[src/rtl/rr_wormhole_arbiter.sv]
// rtl/rr_wormhole_arbiter.sv - round-robin wormhole output arbiter with credit flow control
module rr_wormhole_arbiter #(
    parameter int N_INPUTS   = 5,
    parameter int DATA_WIDTH = 8,
    parameter int DN_CREDITS = 3,
    parameter int CNT_W      = $clog2(DN_CREDITS + 1)
) (
    input  logic                           clk_i,
    input  logic                           rst_ni,
    input  logic [N_INPUTS-1:0]            empty_i,
    input  logic [N_INPUTS*DATA_WIDTH-1:0] data_i,
    output logic [N_INPUTS-1:0]            rd_en_o,
    input  logic                           credit_i,
    output logic [DATA_WIDTH-1:0]          data_o,
    output logic                           valid_o,
    output logic [N_INPUTS-1:0]            grant_o,
    output logic                           busy_o
);

    localparam int IDX_W = (N_INPUTS > 1) ? $clog2(N_INPUTS) : 1;

    typedef enum logic {IDLE, ACTIVE} state_e;

    state_e               state_q, state_d;
    logic [IDX_W-1:0]     rr_ptr_q, rr_ptr_d;
    logic [IDX_W-1:0]     grant_q, grant_d;
    logic [CNT_W-1:0]     credits_q, credits_d;
    logic                 pending_q, pending_d;
    logic                 tail_seen_q, tail_seen_d;

    logic [DATA_WIDTH-1:0] flit [N_INPUTS];
    logic [DATA_WIDTH-1:0] cur_flit;
    logic                  found;
    logic [IDX_W-1:0]      pick;
    logic [IDX_W-1:0]      cand;
    logic [IDX_W:0]        sum;
    logic                  can_read;
    logic                  tail_now;
    logic                  rd_fire;
    logic                  rd_go;
    logic [IDX_W-1:0]      rd_idx;

    always_comb begin
        for (int k = 0; k < N_INPUTS; k++) begin
            flit[k] = data_i[k*DATA_WIDTH +: DATA_WIDTH];
        end
    end

    assign cur_flit = flit[grant_q];
    assign can_read = (credits_q != '0);

    // Cyclic search for the first non-empty FIFO at or after rr_ptr.
    always_comb begin
        found = 1'b0;
        pick  = '0;
        sum   = '0;
        cand  = '0;
        for (int i = 0; i < N_INPUTS; i++) begin
            sum = {1'b0, rr_ptr_q} + (IDX_W+1)'(i);
            if (sum >= (IDX_W+1)'(N_INPUTS)) begin
                sum = sum - (IDX_W+1)'(N_INPUTS);
            end
            cand = sum[IDX_W-1:0];
            if (!found && !empty_i[cand]) begin
                found = 1'b1;
                pick  = cand;
            end
        end
    end

    always_comb begin
        state_d     = state_q;
        rr_ptr_d    = rr_ptr_q;
        grant_d     = grant_q;
        pending_d   = pending_q;
        tail_seen_d = tail_seen_q;
        rd_fire     = 1'b0;
        rd_idx      = grant_q;
        tail_now    = 1'b0;
        valid_o     = 1'b0;
        data_o      = '0;
        busy_o      = 1'b0;
        grant_o     = '0;

        case (state_q)
            IDLE: begin
                if (found && can_read) begin
                    rd_fire     = 1'b1;
                    rd_idx      = pick;
                    state_d     = ACTIVE;
                    grant_d     = pick;
                    pending_d   = 1'b1;
                    tail_seen_d = 1'b0;
                end
            end
            ACTIVE: begin
                busy_o = 1'b1;
                for (int k = 0; k < N_INPUTS; k++) begin
                    grant_o[k] = (grant_q == IDX_W'(k));
                end
                valid_o   = pending_q;
                data_o    = pending_q ? cur_flit : '0;
                tail_now  = pending_q ? cur_flit[DATA_WIDTH-2] : tail_seen_q;
                rd_fire   = !empty_i[grant_q] && can_read && !tail_now;
                pending_d = rd_fire;
                if (pending_q) begin
                    tail_seen_d = tail_now;
                end
                if (pending_q && tail_now) begin
                    state_d     = IDLE;
                    rr_ptr_d    = (grant_q == IDX_W'(N_INPUTS - 1)) ? '0 : grant_q + 1'b1;
                    grant_d     = '0;
                    tail_seen_d = 1'b0;
                end
            end
            default: state_d = IDLE;
        endcase
    end

    // A FIFO pop during reset would lose the flit, so reads are held off until release.
    assign rd_go = rd_fire && rst_ni;

    always_comb begin
        for (int k = 0; k < N_INPUTS; k++) begin
            rd_en_o[k] = rd_go && (rd_idx == IDX_W'(k));
        end
    end

    always_comb begin
        credits_d = credits_q;
        if (rd_go && !credit_i) begin
            credits_d = credits_q - 1'b1;
        end else if (!rd_go && credit_i && (credits_q != CNT_W'(DN_CREDITS))) begin
            credits_d = credits_q + 1'b1;
        end
    end

    always_ff @(posedge clk_i) begin
        if (!rst_ni) begin
            state_q     <= IDLE;
            rr_ptr_q    <= '0;
            grant_q     <= '0;
            credits_q   <= CNT_W'(DN_CREDITS);
            pending_q   <= 1'b0;
            tail_seen_q <= 1'b0;
        end else begin
            state_q     <= state_d;
            rr_ptr_q    <= rr_ptr_d;
            grant_q     <= grant_d;
            credits_q   <= credits_d;
            pending_q   <= pending_d;
            tail_seen_q <= tail_seen_d;
        end
    end

endmodule
[config.mk]
export PLATFORM = sky130hd
export DESIGN_NAME = rr_wormhole_arbiter
export DESIGN_NICKNAME = d
export VERILOG_FILES = /design/src/rtl/rr_wormhole_arbiter.sv
export SDC_FILE = /design/constraint.sdc
export NUM_CORES = 1
export LEC_CHECK = 0
export ABC_CLOCK_PERIOD_IN_PS = 9580
export CAP_MARGIN = 20
export CORE_ASPECT_RATIO = 1.5
export CORE_UTILIZATION = 45
export DETAILED_ROUTE_END_ITERATION = 10
export GPL_ROUTABILITY_DRIVEN = 1
export PLACE_DENSITY = 0.77
export SETUP_SLACK_MARGIN = 0.15
export SLEW_MARGIN = 25
export SYNTH_ARGS = -nofsm -noshare
export SYNTH_HDL_FRONTEND = slang
export SYNTH_SLANG_ARGS = --single-unit
[constraint.sdc]
create_clock -name clk_i -period 9.58 [get_ports clk_i]
set_clock_uncertainty 0.15 [all_clocks]
set_input_delay 1.916 -clock clk_i [delete_from_list [all_inputs] [get_ports clk_i]]
set_output_delay 1.916 -clock clk_i [all_outputs]
set_load 0.02 [all_outputs]
* After elaboration in Yosys (flattened, before gate mapping)
Cells that the tools add are included.
** Storage, ports and cells
- Latch bits :: 0
- ROM bits :: 0
- Logic and storage cells :: 131
- Memories :: 0
- Register bits after elaboration :: 11
- Output and inout port bits :: 20
- RAM bits :: 0
** Cells by class
- Mux-type cells :: 53
- Bitwise gates (word level) :: 2
- Reductions and logical operators :: 34
- Eq/ne operators :: 12
- Divide/modulo/power cells :: 0
- $add $sub $neg :: 12
- Multipliers :: 0
- $lt $le $gt $ge :: 12
- Shift-type cells :: 0
** Operators by type and width (number)
- $mux 3 :: 14
- $mux 8 :: 4
- $bmux 8 s3 :: 1
- $lt 3x4->1 const B :: 6
- $mux 1 :: 20
- $bmux 1 s3 :: 6
- $logic_and 1x1->1 :: 17
- $ge 4x3->1 const B :: 4
- $sub 3x3->3 const B :: 5
- $eq 3x2->1 const B :: 4
- $logic_not 1->1 :: 11
- $add 3x2->4 const B :: 2
- $pmux 1 s2 :: 4
- $eq 3x1->1 const B :: 2
- $eq 3x3->1 const B :: 2
- $logic_not 3->1 :: 2
- $pmux 3 s2 :: 1
- $mux 5 :: 1
- $add 3x1->4 const B :: 1
- $add 3x3->4 const B :: 1
- $ge 4x4->1 const B :: 1
- $mux 2 :: 2
- $ne 2x2->1 const B :: 2
- $not 3->4 :: 1
- 9 further kinds :: 11

* Logic depth before layout (Yosys ltp)
Gate-level depths: netlist (run 1).
- Depth after elaboration :: 26
- Gate-level depth with buffers :: 13
- Mapped depth without buffers :: 13

* Worst setup path after synthesis (run 1)
No wires, ideal clock.
- Kind :: in2out
- Start point :: input empty_i[4]
- End point :: output rd_en_o[3]
- Required time :: 7.514 ns
- Stages :: 9
- Slack :: 3.432 ns
- Arrival time :: 4.082 ns
- Cells stage by stage :: clkbuf_1 > nand2_1 > a211oi_1 > o21ai_2 > or2_2 > o31a_4 > nor2_2 > a31oi_4 > nor3_1
** Between the ends
- Word-level cells in the longest chain between the ends :: 19
- Elaborated cells between the ends (all ways) :: 44
- Those cells by class :: eq/ne (1); mux (26); reduce/logical (17)
** RTL lines
- start: declaration :: RTL line 10 : input logic [N_INPUTS-1:0] empty_i,
- $bmux 1 s3 :: RTL line 64 : if (!found && !empty_i[cand]) begin
- $mux 1 (implied by the code) :: RTL line 64
- $logic_not 1->1 :: RTL line 64
- $logic_and 1x1->1 :: RTL line 64
- $mux 1 :: RTL line 64
- $logic_not 1->1 :: RTL line 64
- $logic_and 1x1->1 :: RTL line 64
- $mux 1 :: RTL line 64
- [... 3 more ...]
- $logic_not 1->1 :: RTL line 64
- $logic_and 1x1->1 :: RTL line 64
- $mux 1 :: RTL line 64
- $logic_and 1x1->1 :: RTL line 87 : if (found && can_read) begin
- $mux 3 / $mux 1 (equally long branches)
- $mux 3 / $pmux 1 s2 (equally long branches) :: RTL line 85 : case (state_q)
- $eq 3x2->1 / $logic_and 1x1->1 (equally long branches) :: RTL line 125, 121
- $logic_and 1x1->1 (*) :: RTL line 125 : rd_en_o[k] = rd_go && (rd_idx == IDX_W'(k));
- end: declaration :: RTL line 12 : output logic [N_INPUTS-1:0] rd_en_o,
Mark *: on every way between the ends. The rest lies on a longest branch, timed or not. The select of a mux whose other input is x is not followed.

* Worst setup path in the final report (run 1)
- Start point :: input empty_i[3]
- End point :: output rd_en_o[0]
** Between the ends
- Word-level cells in the longest chain between the ends :: 19
- Elaborated cells between the ends (all ways) :: 44
- Those cells by class :: mux (26); reduce/logical (18)
** RTL lines (RTL line)
- $bmux 1 s3 :: 64
- $mux 1 (implied by the code) :: 64
- $logic_not 1->1 :: 64
- $logic_and 1x1->1 :: 64
- $mux 1 :: 64
- $logic_not 1->1 :: 64
- $logic_and 1x1->1 :: 64
- $mux 1 :: 64
- [... 3 more ...]
- $logic_not 1->1 :: 64
- $logic_and 1x1->1 :: 64
- $mux 1 :: 64
- $logic_and 1x1->1 :: 87
- $mux 1 / $mux 3 (equally long branches)
- $pmux 1 s2 / $mux 3 (equally long branches) :: 85
- $logic_and 1x1->1 / $logic_not 3->1 (equally long branches) :: 121, 125
- $logic_and 1x1->1 (*) :: 125
Marked as above.

==> results of run 1 <==
==> state kept, by name, summed over array words and instances, names as in the netlist <==
signal	count
credits_q	2
grant_q	3
pending_q	1
rr_ptr_q	3
state_q	1
tail_seen_q	1
==> area by class of cell <==
class / count / area [um2] / share of cell area, %
repair buffers: 69 / 685.7 / 22.79
multi-input cells: 236 / 1916 / 63.66
well taps: 66 / 82.58 / 2.744
inverters: 16 / 60.06 / 1.996
clock buffers: 4 / 45.04 / 1.497
flip-flops and latches: 11 / 220.2 / 7.318
==> cell usage in the layout, fill, tap and decap left out, drive strengths merged, types with 3 or more instances in the layout <==
master / count
o21ai: 15
a211oi: 3
nand3: 7
a21oi: 14
nand2b: 6
nor3: 8
dfxtp: 11
ha: 13
nand4: 3
nor2: 33
xnor2: 4
nor3b: 4
nor2b: 12
a21boi: 4
a32oi: 3
o31a: 3
inv: 16
and2: 10
o211ai: 3
clkdlybuf4s50: 67
clkbuf: 4
a22oi: 12
mux4: 9
mux2i: 15
nand2: 14
==> layer usage <==
layer  vias to the layer above  track usage, %
met2                        78           44.24
met4                         0           8.668
li1                       1163               -
met1                      1118           28.77
met3                        12           3.655
met5                         -               0
==> worst max path at each step <==
stage | from | slack [ns] | endpoint | cells after the start
2_1_floorplan | empty_i[4] | 3.43 | rd_en_o[3] | 9
3_3_place_gp | empty_i[3] | 2.35 | rd_en_o[2] | 10
3_5_place_dp | empty_i[3] | 2.34 | rd_en_o[2] | 10
4_1_cts | empty_i[3] | 2.33 | rd_en_o[0] | 10
5_1_grt | empty_i[4] | 2.10 | rd_en_o[4] | 11
6_report | empty_i[3] | 2.29 | rd_en_o[0] | 10
==> worst max-delay path, delay by kind of cell <==
kind | cells | cell delay (ns)
buf+inv | 3 | 1.42
simple gates | 2 | 0.61
compound gates | 5 | 1.27
==> report_power, final <==
group | total [mW] | internal, mW | switching (mW)
registers | 0.0575 | 0.0502 | 0.00735
clock network | 0.0473 | 0.0293 | 0.0180
logic | 0.213 | 0.101 | 0.112
total | 0.318 | 0.181 | 0.137
==> metrics by stage <==
stage | worst slack (ns) | power [mW] | cells
6_report | 2.288 | 0.3183 | 402
5_1_grt | 2.101 | 0.3423 | 402
4_1_cts | 2.328 | 0.3191 | 402
3_5_place_dp | 2.339 | 0.2713 | 398
3_3_place_gp | 2.355 | 0.2683 | 398
2_1_floorplan | 3.432 | 0.2084 | 275
==> cells by family after synthesis <==
kind of cell               after synthesis  share of synthesized area, %
xor gates and xnor gates                 5                         2.277
DFF                                     11                         9.772
adders and majority gates               14                         8.107
buffers and inverters                   28                         5.219
muxes                                   25                         16.16
AOI/OAI and AO/OA                       83                         31.48
and+or+nand+nor                        109                         26.98
==> reports/results.tsv, run 1 <==
metric	value	unit
Cell Area, Synth	0.002253	mm2
IO buf count	67	
ant diodes	0	
crit path max fanout	7	
Avg Inst Size Synth	8.194	um2
Hold Path Stages	2	
clock sink count	11	
final worst path period share	76.11	%
ANT nets after route	0	
met3 WL	390	um
Reg clk slew, reported paths	0.05	ns
Pre-antenna DRT Iters	4	
die footprint	0.005300	mm2
Post-synth EDFFs	0	
first-pass GRT wire length	10280	um
largest net degree at the start of global routing	26	
WL/cell	16.03	um
Yosys warnings	0	
fraction of layout cells with a size suffix above 1	12.50	%
Die X-Extent	59.78	um
H-tree depth	1	
RSZ-0062 raised after global routing	no	
Core Util, Final	62.57	%
WL final	6446	um
max-slew violations	0	
most instantiated library cell after synthesis	nor2_1	
Final Instance Area	0.003009	mm2
Net count, final	399	
status	finished clean	
reg2reg start	rr_ptr_q[1]$_SDFFE_PN0P_	
Tightest Pin Transition	0.7420	ns
WP data required	7.51	ns
worst reg2reg path depth	11	
CTS tree	done	
post-synth top area share	9.772	%
Worst Hold End	tail_seen_q$_SDFFE_PN0P_	
Worst-Skew Late Latency	0.24	ns
crit path kind	input pin to output pin	
Max-Cap Viols	0	
count of cell types in the netlist	76	
Synth area leader	dfxtp_1	
DRC violations left	0	
worst min path class	flip-flop to flip-flop	
RD Place Congestion	0.9281	
sequential element share of the synthesized area	9.772	%
Fill cells	456	
wl on met1	2644	um
fmax	0.1371	GHz
synth top area cells	dfxtp_1, mux4_2, ha_1	
Synth Instances	275	
grt total ovfl	0	
Rows	31	
Synth top cells by count	nor2_1, inv_1, mux2i_1	
WHS	0.2920	ns
Final setup viols	0	
placed wire-length estimate	5143	um
Vias/cell	5.898	
worst vdd ir	0.04100	mV
asr flop ratio synth	0	%
cell area power density	105.8	mW/mm2
Slew headroom	50.20	%
Num CTS Buffers	3	
startpoint types	input pin	
Post-CTS Setup Repair Bufs	0	
CP Capture Type	output pin	
cell mode on critical path	clkdlybuf4s50_1	
slowest CP cell	clkdlybuf4s50_1	
CTS Buffer Depth	2	
placed instance area	0.002964	mm2
Top Metal Used	met4	
Area growth syn-to-layout	33.54	%
met2 WL	3306	um
CTS root buf	clkbuf_8	
hold_buf cts	0	
predominant post-synthesis flop cell	dfxtp_1	
Starting Density	46.85	%
antenna violations before repair	0	
DR iter-0 viols	98	
Ports	68	
number of global-route vias before repair	2237	
syn nets	337	
reg-to-reg slack, setup	5.58	ns
worst hold start	tail_seen_q$_SDFFE_PN0P_	
slowest stage delay, CP	0.66	ns
Fin. Hold Viols	0	
TNS Setup	0	ns
#FFs+latches synth	11	
static leakage	1.091	nW
crit path DAT	5.23	ns
Cell Chain, Critical Path	clkdlybuf4s50_1 -> inv_1 -> or3_1 -> a211oi_2 -> nor2_1 -> o31ai_4 -> a21oi_1 -> a22oi_2 -> o2111a_1 -> clkdlybuf4s50_1	
terminus of the critical flop-to-flop path	credits_q[0]$_SDFFE_PN1P_	
core area	0.004810	mm2
via count	2371	
Total Routing Usage GR	24.57	%
Resized Gates After CTS	0	
die height	88.67	um
min cycle time layout	7.292	ns
(Power assumes the default switching activity.)
==> run 2: changes to the inputs <==
- ABC_CLOCK_PERIOD_IN_PS: 9580 -> 6400
- CORE_UTILIZATION: 45 -> 44
- PLACE_DENSITY: 0.77 -> 0.79
- clock period: 9.58 -> 6.4 ns (I/O delays scaled with it)
==> run 2 against run 1 <==
  * Worst hold slack improved by 0.0047 ns
  * Cell count rose by 1.0%
  * Power rose by 52%
  * Die area rose by 2.2%
  * Flip-flop and latch count did not move
  * Largest power group unchanged
  * Critical path depth did not move
  * Largest cell class unchanged
==> reports/results.tsv, run 2 (same netlist as run 1, synthesis figures left out) <==
metric	value	unit
first-pass GRT wire length	10170	um
IO buf count	67	
hold_buf cts	0	
crit path kind	input pin to output pin	
combinational group share of total power	67.1	%
CP Capture Type	output pin	
final worst path period share	94.25	%
most common cell after layout, fill and taps aside	clkdlybuf4s50_1	
Die X-Extent	60.43	um
RD Place Congestion	0.8874	
Vias/cell	5.993	
Resized Gates After CTS	0	
max-slew violations	0	
min cycle time layout	6.032	ns
WP data required	4.97	ns
worst min path class	flip-flop to flip-flop	
Int Pwr	0.2726	mW
Post-CTS Setup Repair Bufs	0	
Slew headroom	48.97	%
H-tree depth	1	
TNS Setup	0	ns
WL final	6687	um
Cells after DPL	402	
DRC violations left	0	
die footprint	0.005417	mm2
Final Instance Area	0.003039	mm2
Core Util, Final	62.19	%
Max-Cap Viols	0	
WHS	0.2967	ns
Final Power	0.4825	mW
core area	0.004887	mm2
crit path DAT	4.60	ns
Total Routing Usage GR	24.28	%
Sw Ratio	43.50	%
Final setup viols	0	
RSZ-0062 raised after global routing	no	
clock sink count	11	
biggest regs	grant_q x3, rr_ptr_q x3, credits_q x2	
post-route setup slack	0.3678	ns
DR iter-0 viols	113	
Worst-Skew Late Latency	0.24	ns
ANT nets after route	0	
cell area power density	158.8	mW/mm2
largest net degree at the start of global routing	19	
startpoint types	input pin	
CTS Buffer Depth	2	
Ports	68	
most frequent cells in the layout	clkdlybuf4s50_1, nor2_1, inv_1, mux2i_1, nand2_1	
worst reg2reg path depth	11	
worst vdd ir	0.06763	mV
Hold Path Stages	2	
Rows	31	
Num CTS Buffers	3	
placed wire-length estimate	5237	um
Area growth syn-to-layout	34.87	%
Fin. Hold Viols	0	
fraction of layout cells with a size suffix above 1	13.53	%
static leakage	1.112	nW
number of global-route vias before repair	2231	
Reg clk slew, reported paths	0.05	ns
pre-CTS setup slack	0.4124	ns
sequential share of power	18.2	%
post-route insts no fill	406	
CTS root buf	clkbuf_8	
clock network power share	14.7	%
ant diodes	0	
die height	89.65	um
placed instance area	0.002994	mm2
WL/cell	16.47	um
antenna violations before repair	0	
Starting Density	46.11	%
via count	2433	
Sw Pwr	0.2099	mW
fmax	0.1658	GHz
CTS tree	done	
crit path max fanout	7	
Pre-antenna DRT Iters	5	
Tightest Pin Transition	0.7603	ns
Net count, final	403	
status	finished clean	
grt total ovfl	0	
## run 2: worst paths after layout
| check | from | endpoint | slack, ns |
|---|---|---|---|
| max | empty_i[3] | rd_en_o[2] | 0.37 |
| min | tail_seen_q$_SDFFE_PN0P_ | tail_seen_q$_SDFFE_PN0P_ | 0.30 |
| max reg2reg | rr_ptr_q[0]$_SDFFE_PN0P_ | credits_q[0]$_SDFFE_PN1P_ | 2.66 |
| min reg2reg | tail_seen_q$_SDFFE_PN0P_ | tail_seen_q$_SDFFE_PN0P_ | 0.30 |
## run 2: area by class of cell
type / count / area (um2)
sequential: 11 / 220.2
tap: 66 / 82.58
fill: 432 / 1848
multi-input combinational: 236 / 1916
inverter: 16 / 60.06
timing repair buffer: 73 / 715.7
clock buffer: 4 / 45.04
## run 2: worst max-delay path, stage by stage
cell             delay (ns)
clkdlybuf4s50_1        0.67
inv_1                  0.17
or3_1                  0.44
a211oi_2               0.35
nor2_1                 0.18
o31ai_4                0.31
a21oi_1                0.11
a22oi_2                0.25
nor3b_2                0.22
clkdlybuf4s50_1        0.63
## run 2: layer usage
layer	wire, um	GRT usage [%]	part of all wire, %	vias up
li1	-	-	-	1173
met1	2485	25.22	37	1130
met2	3581	48.55	54	119
met3	529	3.152	7.9	11
met4	89	7.231	1.3	0
met5	0	0	0	-
## run 2: power groups by stage
stage | clock network, mW | logic, mW | registers (mW)
2_1_floorplan | 0 | 0.228 | 0.0840
3_3_place_gp | 0 | 0.316 | 0.0887
3_5_place_dp | 0 | 0.320 | 0.0890
4_1_cts | 0.0712 | 0.322 | 0.0876
5_1_grt | 0.0746 | 0.351 | 0.0893
6_report | 0.0708 | 0.324 | 0.0880
==> run 3: changes to the inputs <==
- GPL_TIMING_DRIVEN: not set -> 0
==> run 3 against run 2 <==
  * Count of clock-buffer cells in the layout shrank 1
  * Register-to-register slack worse by 0.12 ns
  * Largest power group unchanged
  * Design area is 0.54% higher
  * Critical endpoint unchanged
==> reports/results.tsv, run 3 (same netlist as run 1, synthesis figures left out) <==
metric	value	unit
status	finished clean	
Fin. Hold Viols	0	
clock sink count	11	
die footprint	0.005417	mm2
Total Routing Usage GR	26.03	%
terminus of the critical flop-to-flop path	credits_q[0]$_SDFFE_PN1P_	
worst reg2reg path depth	12	
worst min path class	flip-flop to flip-flop	
Worst Hold End	tail_seen_q$_SDFFE_PN0P_	
IO buf count	66	
static leakage	1.120	nW
H-tree depth	1	
worst hold start	tail_seen_q$_SDFFE_PN0P_	
max-slew violations	0	
crit path kind	input pin to output pin	
ANT nets after route	0	
Ports	68	
Max-Cap Viols	0	
reg-to-reg slack, setup	2.54	ns
min cycle time layout	6.143	ns
hold_buf cts	0	
Slew headroom	51.28	%
Hold Path Stages	2	
fraction of layout cells with a size suffix above 1	14.20	%
pre-CTS setup slack	0.3637	ns
Sw Pwr	0.2195	mW
DRC violations left	0	
placed wire-length estimate	5501	um
WL final	6922	um
Vias/cell	5.981	
reg2reg start	rr_ptr_q[2]$_SDFFE_PN0P_	
RSZ-0062 raised after global routing	no	
Fill cells	442	
via count	2458	
die height	89.65	um
Area growth syn-to-layout	35.59	%
DR iter-0 viols	150	
post-route setup slack	0.2574	ns
cell area power density	160.8	mW/mm2
Worst-Skew Late Latency	0.24	ns
WL/cell	16.84	um
Die X-Extent	60.43	um
WHS	0.2937	ns
crit path DAT	4.71	ns
TNS Setup	0	ns
most frequent cells in the layout	clkdlybuf4s50_1, nor2_1, inv_1, mux2i_1, nand2_1	
Pre-antenna DRT Iters	4	
final worst path period share	95.98	%
CP Capture Type	output pin	
biggest regs	grant_q x3, rr_ptr_q x3, credits_q x2	
Reg clk slew, reported paths	0.05	ns
clock network power share	14.7	%
antenna violations before repair	0	
grt total ovfl	0	
Post-CTS Setup Repair Bufs	0	
Tightest Pin Transition	0.7259	ns
Core Util, Final	62.52	%
fmax	0.1628	GHz
CTS root buf	clkbuf_8	
Int Pwr	0.2718	mW
RD Place Congestion	0.9063	
Starting Density	46.11	%
sequential share of power	17.2	%
number of global-route vias before repair	2293	
most common cell after layout, fill and taps aside	clkdlybuf4s50_1	
Num CTS Buffers	3	
Resized Gates After CTS	0	
Rows	31	
startpoint types	input pin	
worst vdd ir	0.07155	mV
crit path max fanout	7	
CTS tree	done	
combinational group share of total power	68.1	%
Sw Ratio	44.68	%
largest net degree at the start of global routing	11	
CTS Buffer Depth	2	
first-pass GRT wire length	10760	um
Net count, final	408	
WP data required	4.97	ns
core area	0.004887	mm2
ant diodes	0	
multi-input logic area	0.001927	mm2
Final setup viols	0	
area occupied by registers	221.5	um2
==> run 3: cell types whose count changed in the layout (fill, tap and decap cells not counted) <==
cell / previous run / this run
dfxtp_2: 0 / 1
dfxtp_1: 11 / 10
buf_2: 0 / 4
clkbuf_1: 1 / 5
a211oi_4: 0 / 1
a21boi_2: 0 / 1
buf_4: 6 / 2
a21boi_1: 2 / 1
clkdlybuf4s50_1: 67 / 66
clkinv_2: 0 / 1
a211oi_2: 1 / 0
buf_1: 0 / 1
==> run 3: critical path, stage by stage <==
cell	delay, ns
clkdlybuf4s50_1	0.68
inv_1	0.18
or3_1	0.46
a2111oi_0	0.44
a21oi_1	0.08
a41oi_1	0.27
o221ai_1	0.18
a22oi_2	0.30
nor3b_2	0.22
clkdlybuf4s50_1	0.63
==> run 3: how the worst max path moves through the flow <==
| stage | startpoint | endpoint | slack, ns |
|---|---|---|---|
| floorplan | empty_i[4] | rd_en_o[3] | 1.52 |
| global placement | empty_i[3] | rd_en_o[0] | 0.33 |
| detailed placement | empty_i[3] | rd_en_o[2] | 0.36 |
| CTS | empty_i[3] | rd_en_o[0] | 0.33 |
| global route | empty_i[3] | rd_en_o[2] | 0.19 |
| finish | empty_i[3] | rd_en_o[2] | 0.26 |
==> run 3: area by class of cell <==
cell class | count | area share [%]
inverters | 16 | 1.966
clock buffers | 3 | 1.351
flip-flops and latches | 11 | 7.248
repair buffers | 66 | 21.62
plain buffers | 12 | 1.884
clock inverters | 1 | 0.1638
well taps | 66 | 2.703
multi-input cells | 236 | 63.06
==> run 3: routing by layer <==
layer	wire, um	up-vias	global-route usage [%]
li1	-	1187	-
met1	2585	1170	27.74
met2	3752	80	51.05
met3	395	21	2.722
met4	189	0	9.091
met5	0	-	0
==> run 3: per-stage QoR <==
stage / cell area (um2) / total power [mW] / cells
floorplan: 2253 / 0.3119 / 275
finish: 3055 / 0.4913 / 411
CTS: 3043 / 0.4864 / 411
global route: 3055 / 0.5260 / 411
detailed placement: 2997 / 0.4144 / 407
global placement: 2997 / 0.4074 / 407
==> run 3: power by group through the flow <==
stage          registers [mW]  logic (mW)  clock network, mW
2_1_floorplan          0.0840       0.228                  0
3_3_place_gp           0.0857       0.322                  0
3_5_place_dp           0.0859       0.328                  0
4_1_cts                0.0846       0.330             0.0720
5_1_grt                0.0859       0.364             0.0763
6_report               0.0845       0.335             0.0720
